===== src/rtl/mult_req_arbiter_pkg.sv =====
// rtl/mult_req_arbiter_pkg.sv - shared FSM state encoding and requester ids
package mult_req_arbiter_pkg;

  typedef enum logic [1:0] {
    ST_IDLE  = 2'd0,
    ST_ISSUE = 2'd1,
    ST_WAIT  = 2'd2,
    ST_RESP  = 2'd3
  } state_t;

  localparam logic REQ0_ID = 1'b0;
  localparam logic REQ1_ID = 1'b1;

endpackage


===== src/rtl/mult_req_arbiter_rr_arbiter2.sv =====
// rtl/mult_req_arbiter_rr_arbiter2.sv - two-way round-robin grant, one-hot or zero
module rr_arbiter2
  import mult_req_arbiter_pkg::*;
(
  input  logic [1:0] req,
  input  logic       last_grant,
  output logic [1:0] grant
);

  // On contention the requester that was not served last wins.
  assign grant[0] = req[0] & (~req[1] | (last_grant == REQ1_ID));
  assign grant[1] = req[1] & (~req[0] | (last_grant == REQ0_ID));

endmodule


===== src/rtl/mult_req_arbiter.sv =====
// rtl/mult_req_arbiter.sv - shares one sequential multiplier core between two requesters
module mult_req_arbiter
  import mult_req_arbiter_pkg::*;
#(
  parameter int W        = 8,
  parameter int TIMEOUT  = 64,
  parameter int FASTPATH = 1
) (
  input  logic           clk,
  input  logic           rst,
  input  logic           req0_valid,
  input  logic [W-1:0]   req0_a,
  input  logic [W-1:0]   req0_b,
  output logic           req0_ready,
  input  logic           req1_valid,
  input  logic [W-1:0]   req1_a,
  input  logic [W-1:0]   req1_b,
  output logic           req1_ready,
  output logic           resp_valid,
  output logic           resp_id,
  output logic [2*W-1:0] resp_p,
  output logic           resp_err,
  input  logic           resp_ready,
  output logic           mul_start,
  output logic [W-1:0]   mul_a,
  output logic [W-1:0]   mul_b,
  input  logic [2*W-1:0] mul_p,
  input  logic           mul_done,
  output logic           busy
);

  localparam int CW = (TIMEOUT > 2) ? $clog2(TIMEOUT) : 1;

  state_t         r_state;
  logic           r_last;
  logic           r_id;
  logic           r_done_q;
  logic [W-1:0]   r_a;
  logic [W-1:0]   r_b;
  logic [2*W-1:0] r_p;
  logic           r_err;
  logic           r_valid;
  logic           r_start;
  logic [CW-1:0]  r_cnt;

  logic [1:0]     w_grant;
  logic           w_acc;
  logic [W-1:0]   w_sel_a;
  logic [W-1:0]   w_sel_b;
  logic           w_fast;
  logic           w_done_rise;

  rr_arbiter2 u_arb (
    .req        ({req1_valid, req0_valid}),
    .last_grant (r_last),
    .grant      (w_grant)
  );

  assign req0_ready  = (r_state == ST_IDLE) & w_grant[0];
  assign req1_ready  = (r_state == ST_IDLE) & w_grant[1];
  assign w_acc       = req0_ready | req1_ready;
  assign w_sel_a     = w_grant[1] ? req1_a : req0_a;
  assign w_sel_b     = w_grant[1] ? req1_b : req0_b;
  assign w_fast      = (FASTPATH != 0) && ((w_sel_a == '0) || (w_sel_b == '0));
  // Only a fresh rising edge completes; a level left high by the previous op is ignored.
  assign w_done_rise = mul_done & ~r_done_q;

  assign resp_valid = r_valid;
  assign resp_id    = r_id;
  assign resp_p     = r_p;
  assign resp_err   = r_err;
  assign mul_start  = r_start;
  assign mul_a      = r_a;
  assign mul_b      = r_b;
  assign busy       = (r_state != ST_IDLE);

  always_ff @(posedge clk or posedge rst) begin
    if (rst) begin
      r_state  <= ST_IDLE;
      r_last   <= REQ1_ID;
      r_id     <= REQ0_ID;
      r_done_q <= 1'b0;
      r_a      <= '0;
      r_b      <= '0;
      r_p      <= '0;
      r_err    <= 1'b0;
      r_valid  <= 1'b0;
      r_start  <= 1'b0;
      r_cnt    <= '0;
    end else begin
      r_done_q <= mul_done;
      case (r_state)
        ST_IDLE: begin
          if (w_acc) begin
            r_a    <= w_sel_a;
            r_b    <= w_sel_b;
            r_id   <= w_grant[1] ? REQ1_ID : REQ0_ID;
            r_last <= w_grant[1] ? REQ1_ID : REQ0_ID;
            r_err  <= 1'b0;
            if (w_fast) begin
              r_p     <= '0;
              r_valid <= 1'b1;
              r_state <= ST_RESP;
            end else begin
              r_start <= 1'b1;
              r_state <= ST_ISSUE;
            end
          end
        end
        ST_ISSUE: begin
          r_start <= 1'b0;
          r_cnt   <= '0;
          r_state <= ST_WAIT;
        end
        ST_WAIT: begin
          if (w_done_rise) begin
            r_p     <= mul_p;
            r_err   <= 1'b0;
            r_valid <= 1'b1;
            r_state <= ST_RESP;
          end else if (r_cnt == CW'(TIMEOUT - 1)) begin
            r_p     <= '0;
            r_err   <= 1'b1;
            r_valid <= 1'b1;
            r_state <= ST_RESP;
          end else begin
            r_cnt <= r_cnt + CW'(1);
          end
        end
        ST_RESP: begin
          if (resp_ready) begin
            r_valid <= 1'b0;
            r_state <= ST_IDLE;
          end
        end
        default: r_state <= ST_IDLE;
      endcase
    end
  end

endmodule


===== config.mk =====
export PLATFORM = sky130hd
export DESIGN_NAME = mult_req_arbiter
export DESIGN_NICKNAME = d
export VERILOG_FILES = /design/src/rtl/mult_req_arbiter_pkg.sv /design/src/rtl/mult_req_arbiter_rr_arbiter2.sv /design/src/rtl/mult_req_arbiter.sv
export SDC_FILE = /design/constraint.sdc
export NUM_CORES = 1
export LEC_CHECK = 0
export CAP_MARGIN = 10
export CORE_UTILIZATION = 35
export CTS_CLUSTER_SIZE = 10
export DETAILED_ROUTE_END_ITERATION = 10
export DONT_BUFFER_PORTS = 1
export PLACE_DENSITY = 0.56
export SLEW_MARGIN = 20
export SYNTH_ARGS = -nofsm -noshare
export SYNTH_HDL_FRONTEND = slang
export SYNTH_SLANG_ARGS = --single-unit

===== constraint.sdc =====
create_clock -name clk -period 1.8 [get_ports clk]
set_clock_uncertainty 0.05 [all_clocks]
set_input_delay 0 -clock clk [delete_from_list [all_inputs] [get_ports clk]]
set_output_delay 0 -clock clk [all_outputs]
set_load 0.05 [all_outputs]

==> After elaboration in Yosys (flattened, before gate mapping) <==
Index checks and enable logic that the tools add are counted.
{ "totals": {"regBits": 46, "input_bits": 54, "out_inout_bits": 39, "word_cells": 80} }
{ "classes": {"n_addsub": 1, "n_eq_ne": 11, "n_mux": 29, "bitwise": 12, "reduce_logical": 16} }
{ "op_table": {"columns": ["op", "count"], "rows": [
  ["16-bit two-way mux", 4],
  ["16-bit case mux with 2 select lines", 1],
  ["8-bit logical NOT", 2],
  ["8-bit two-way mux", 2],
  ["6-bit two-way mux", 2],
  ["2-bit != test, second input constant", 6],
  ["6-bit case mux with 2 select lines", 1],
  ["3-bit AND reduction", 4],
  ["1-bit two-way mux", 10],
  ["2-bit two-way mux", 5],
  ["2-bit case mux with 4 select lines", 1],
  ["2-bit nonzero test", 4],
  ["6-bit by 1-bit adder with 6-bit output, second input constant", 1],
  ["6-bit equality test, second input constant", 1],
  ["1-bit AND", 5],
  ["5-bit AND reduction", 1],
  ["2-bit equality test, second input constant", 2],
  ["1-bit inverter", 4],
  ["1-bit case mux with 2 select lines", 2],
  ["4-bit AND reduction", 1],
  ["3-bit != test, second input constant", 1],
  ["1-bit OR", 3],
  ["1-bit case mux with 3 select lines", 1],
  ["3-bit nonzero test", 1],
  ["other kinds (4)", 4]
]} }

==> Logic depth before layout (Yosys ltp) <==
{ "depth": {"word_depth": 9, "ltp_mapped": 9, "ltp_nobuf": 7} }

==> By module <==
A second synthesis with hierarchy kept.
{ "hier_totals": {"cells_unflattened": 213, "area_unflattened_um2": 2227.1} }
{ "modules_own_cells": {"columns": ["module", "n_inst", "cells_per_inst", "area_each_um2", "seq_area_each_um2"], "rows": [
  ["mult_req_arbiter", 1, 210, 2208.4, 1152.4],
  ["rr_arbiter2", 1, 3, 18.8, 0.0]
]} }

==> Least setup slack after synthesis <==
OpenSTA, ideal clock, no wires.
{ "synth_path": {"path_kind": "register to register", "from": "reg r_state[0]", "to": "reg r_p[10], in the netlist resp_p[10]", "setup_ns": 0.079, "arrival_time_ns": 2.074, "required_ns": 1.671, "path_slack_ns": -0.403, "path_stages_with_launch": 9, "n_path_buf": 2, "cell_sequence": "dfrtp_1 inv_1 ha_1 buf_2 and2_1 a22oi_2 a21oi_4 buf_12 mux2i_1"} }
{ "synth_between": {"elab_chain_len": 5, "elab_cells_between_ends": 11} }
{ "synth_rtl": {"columns": ["item", "line", "source"], "rows": [
  ["start: declaration", "mult_req_arbiter.sv:34", "state_t r_state;"],
  ["start signal: assignment", "mult_req_arbiter.sv:79", "r_state <= ST_IDLE;"],
  ["start signal: assignment", "mult_req_arbiter.sv:103", "r_state <= ST_RESP;"],
  ["start signal: assignment", "mult_req_arbiter.sv:106", "r_state <= ST_ISSUE;"],
  ["2-bit logical NOT", "mult_req_arbiter.sv:60", "assign req1_ready = (r_state == ST_IDLE) & w_grant[1];"],
  ["1-bit AND", "mult_req_arbiter.sv:60", null],
  ["named net req1_ready", "mult_req_arbiter.sv:18", "output logic req1_ready,"],
  ["1-bit OR", "mult_req_arbiter.sv:61", "assign w_acc = req0_ready | req1_ready;"],
  ["2-bit != test (no line)", null, null],
  ["4-bit AND reduction (no line)", null, null],
  ["end signal: assignment", "mult_req_arbiter.sv:117", "r_p <= mul_p;"],
  ["end: declaration", "mult_req_arbiter.sv:40", "logic [2*W-1:0] r_p;"]
]} }
The timed path passes the listed nets, and every way through them passes these cells.
A chain may end at the register's enable or synchronous reset.

==> Worst setup path after layout <==
{ "layout_path": {"from": "reg r_cnt[0]", "to": "reg r_valid, in the netlist resp_valid"} }
{ "layout_between": {"elab_chain_len": 3} }
{ "layout_rtl": {"columns": ["item", "line", "source"], "rows": [
  ["start: declaration", "mult_req_arbiter.sv:44", "logic [CW-1:0] r_cnt;"],
  ["start signal: assignment", "mult_req_arbiter.sv:127", "r_cnt <= r_cnt + CW'(1);"],
  ["6-bit equality test", "mult_req_arbiter.sv:121", "end else if (r_cnt == CW'(TIMEOUT - 1)) begin"],
  ["3-bit != test (no line)", null, null],
  ["5-bit AND reduction (no line)", null, null],
  ["end signal: assignment", "mult_req_arbiter.sv:119", "r_valid <= 1'b1;"],
  ["end signal: assignment", "mult_req_arbiter.sv:124", "r_valid <= 1'b1;"],
  ["end signal: assignment", "mult_req_arbiter.sv:132", "r_valid <= 1'b0;"],
  ["end: declaration", "mult_req_arbiter.sv:42", "logic r_valid;"]
]} }
Every way passes these cells.

==> key figures <==
Routing
  • Routed Antenna Nets: 0
  • Iter 0 DRT Violations: 123
  • Drt first pass iters: 7
  • Routed WL: 6060 um
  • Drt drc: 6
  • Vias per std cell: 5.09
  • Drt wl/cell: 15.3 um
  • Vias after detailed routing: 2015

Outcome
  • Status: finished, violations left
  • Failing checks: design-rule violations

Synth
  • EDFF count, synth: 0
  • FFs w/ async S/R, synth: 1.00
  • XOR/XNOR Fraction of Synth Area: 0.0110
  • Mapped Area: 0.00239 mm^2
  • Compound-Gate Fraction of Synth Area: 0.105
  • Post-synthesis mux area share: 0.143
  • YS warnings: 0
  • Syn_nets: 304
  • Largest family of logic cells by synthesized area: simple AND/OR/NAND/NOR gates
  • Ys flop type: dfrtp_1
  • Synthesis-stage register bit count: 46
  • Yosys cell types: 40
  • Sequential fraction of the synthesis area: 0.481
  • Mapped Cells: 244
  • Mean Syn Cell Area: 9.81 um^2
  • Simple-gate area share of the yosys netlist: 0.166
  • Post-Synth Adder-Cell Area: 0.0314

Cells and area
  • Area of the multi-input gates: 0.00113 mm^2
  • Layout cells sized above 1: 0.169
  • FILL cells: 571
  • Final Non-Filler Cells: 396
  • Post-Layout Inst Area: 0.00331 mm^2
  • Seq. cell area: 0.00115 mm^2
  • ANT cells: 0
  • Final #Nets: 380
  • Syn-to-layout area delta: 38.4%

Floorplanning
  • Die Span Y: 84.7 um
  • Die area: 0.00717 mm^2
  • Total core area: 0.00646 mm^2
  • Std-Cell Rows: 29
  • Initial core utilization: 0.371
  • Top Ports: 93
  • Die X: 84.7 um

Critical path
  • Crit Path Max Fanout: 3
  • R2r setup slk: 20 ps
  • CP endpoint kind: flip-flop
  • Setup crit start kind: flip-flop
  • Register-to-Register Path Depth: 7
  • Worst EP required: 1930 ps
  • Worst Path Arrival: 1900 ps
  • Crit Path Class: flip-flop to flip-flop

Place
  • Setup WS pre-CTS: 31.9 ps
  • Routability cong.: 0.816
  • Placed Area: 0.00266 mm^2
  • Post-Place Cells: 333
  • PortBufs: 0
  • Detail Placement HPWL: 3830 um

Timing
  • Final min period: 1780 ps
  • Final-report max-slew violation count: 0
  • Fin crit share: 0.987
  • Fin worst setup slack: 23.8 ps
  • Final Hold Fails: 0
  • Worst Tran Pin Value: 592 ps
  • Fmax: 563 MHz
  • RSZ-0062 raised after global routing: yes
  • Slew headroom: 0.605
  • Setup violators final: 0

Power and ir drop
  • Sequential Power Share: 0.504
  • Pwr Total: 5.52 mW
  • Switching share of power: 0.519
  • Internal power: 2.65 mW
  • Maximum vdd ir drop: 0.567 mV
  • Net Sw Power: 2.86 mW
  • Pwr dens: 1670 mW/mm^2
  • Logic pwr share: 0.383
  • Clock power frac: 0.113
  • Leakage: 1.44 nW

Clock network
  • Clk_lat worst skew: 290 ps
  • CTS clk-pin slew, worst paths: 80 ps
  • Htree depth: 2
  • Clk sink count: 46
  • CTS root buf: clkbuf_8
  • Num CTS Buffers: 5
  • Max Buffers Root-to-Sink: 2
  • CTS tree: done

Global routing
  • Largest net degree at the start of global routing: 33
  • Total gr overflow: 0
  • First-pass GRT wire length: 9810 um
  • Antenna violations before repair: 0
  • Vias in the first global route: 2000
  • Tot GR Track Use: 0.175

Hold path
  • Hold path depth: 4
  • Hold/Removal Path Class: input port to flip-flop

Run
  • Max Cap Viol: 0
## metal layers
layer,part of all wire,GRT usage
met2,0.49,0.282
met1,0.41,0.213
met3,0.058,0.0482
met5,0,0
met4,0.038,0.0940
## registers in the layout, summed over array words and instances, names as in the netlist
name and count:
resp_valid 1, mul_b 8, resp_id 1, mul_start 1, mul_a 8, r_cnt 6
r_last 1, resp_err 1, r_done_q 1, r_state 2, resp_p 16
## worst max-delay path, cell delays in order, from the launching register on
cell,delay (ps)
dfrtp_1,360
ha_2,190
nand3_2,90
or2_4,260
nand3_4,110
o211ai_4,90
a211oi_2,170
mux2_1,340
## power groups by stage
stage          clock network [mW]  registers, mW  logic [mW]
2_1_floorplan                   0           2.95        1.24
3_3_place_gp                    0           2.80        1.92
3_5_place_dp                    0           2.81        1.95
4_1_cts                     0.653           2.79        2.07
5_1_grt                     0.700           2.83        2.33
6_report                    0.625           2.78        2.11
## layout by cell type (no fill, tap or decap), types with 2 or more instances in the layout
cell type,synthesis,layout
a21oi_1,3,3
ha_2,0,2
buf_4,2,22
inv_2,0,3
xor2_1,2,2
mux2i_1,33,33
nand4_1,2,2
nor3_1,2,2
buf_12,1,3
nor4_1,8,8
dlygate4sd3_1,0,53
inv_1,24,20
nand2_1,49,49
dfrtp_1,45,45
ha_1,6,3
o21ai_0,22,22
nand3_1,5,4
clkbuf_8,0,6
nor2_1,9,8
## path summary, 6_finish.rpt
kind | start | endpoint
worst max register to register | r_cnt[0]$_DFFE_PP0P_ | resp_valid$_DFFE_PP0P_
worst min-delay path | resp_ready | r_state[1]$_DFFE_PP0P_
min in group asynchronous | rst | resp_p[3]$_DFFE_PP0P_
max in group asynchronous | rst | r_last$_DFFE_PP1P_
worst max-delay path | r_cnt[0]$_DFFE_PP0P_ | resp_valid$_DFFE_PP0P_
worst min register to register | resp_p[5]$_DFFE_PP0P_ | resp_p[5]$_DFFE_PP0P_
## repair_timing
action,4_1_cts,5_1_grt
endpoints found under the hold margin,82,0
setup buffers,0,4
gates resized for setup,1,1
hold buffers,53,0
pin swaps,0,1
setup endpoints to repair,1,20
## synthesized netlist by cell type (all sizes together), types with 4 or more instances
master,number,share of area
nand2,51,0.084
dfrtp,45,0.47
mux2i,33,0.14
inv,24,0.038
o21ai,24,0.050
nor2,9,0.014
nor4,8,0.021
ha,6,0.031
nand3,6,0.018
buf,5,0.019
a21oi,4,0.013
clkbuf,4,0.0063
## layout make-up
cell class | instances | area share
multi-input combinational | 165 | 0.342
inverter | 24 | 0.0283
clock buffer | 6 | 0.0249
timing repair buffer | 78 | 0.228
tap | 77 | 0.0291
sequential | 46 | 0.348
## per-stage QoR
step	utilization	hold slack, ps	setup TNS, ps
floorplan	-	-18.6	-2750
detailed placement	0.412	-88.2	0
global route	0.513	27.0	-677
finish	0.513	20.8	0
global placement	0.412	-88.2	0
CTS	0.508	12.8	0
## logic make-up after synthesis
| logic type | after synthesis |
|---|---|
| xor+xnor | 3 |
| flops | 46 |
| simple gates | 84 |
| fa+ha+maj | 6 |
| mux | 34 |
| compound gates | 38 |
| buf+inv | 33 |
No activity file was read; power rests on OpenSTA's default activity.
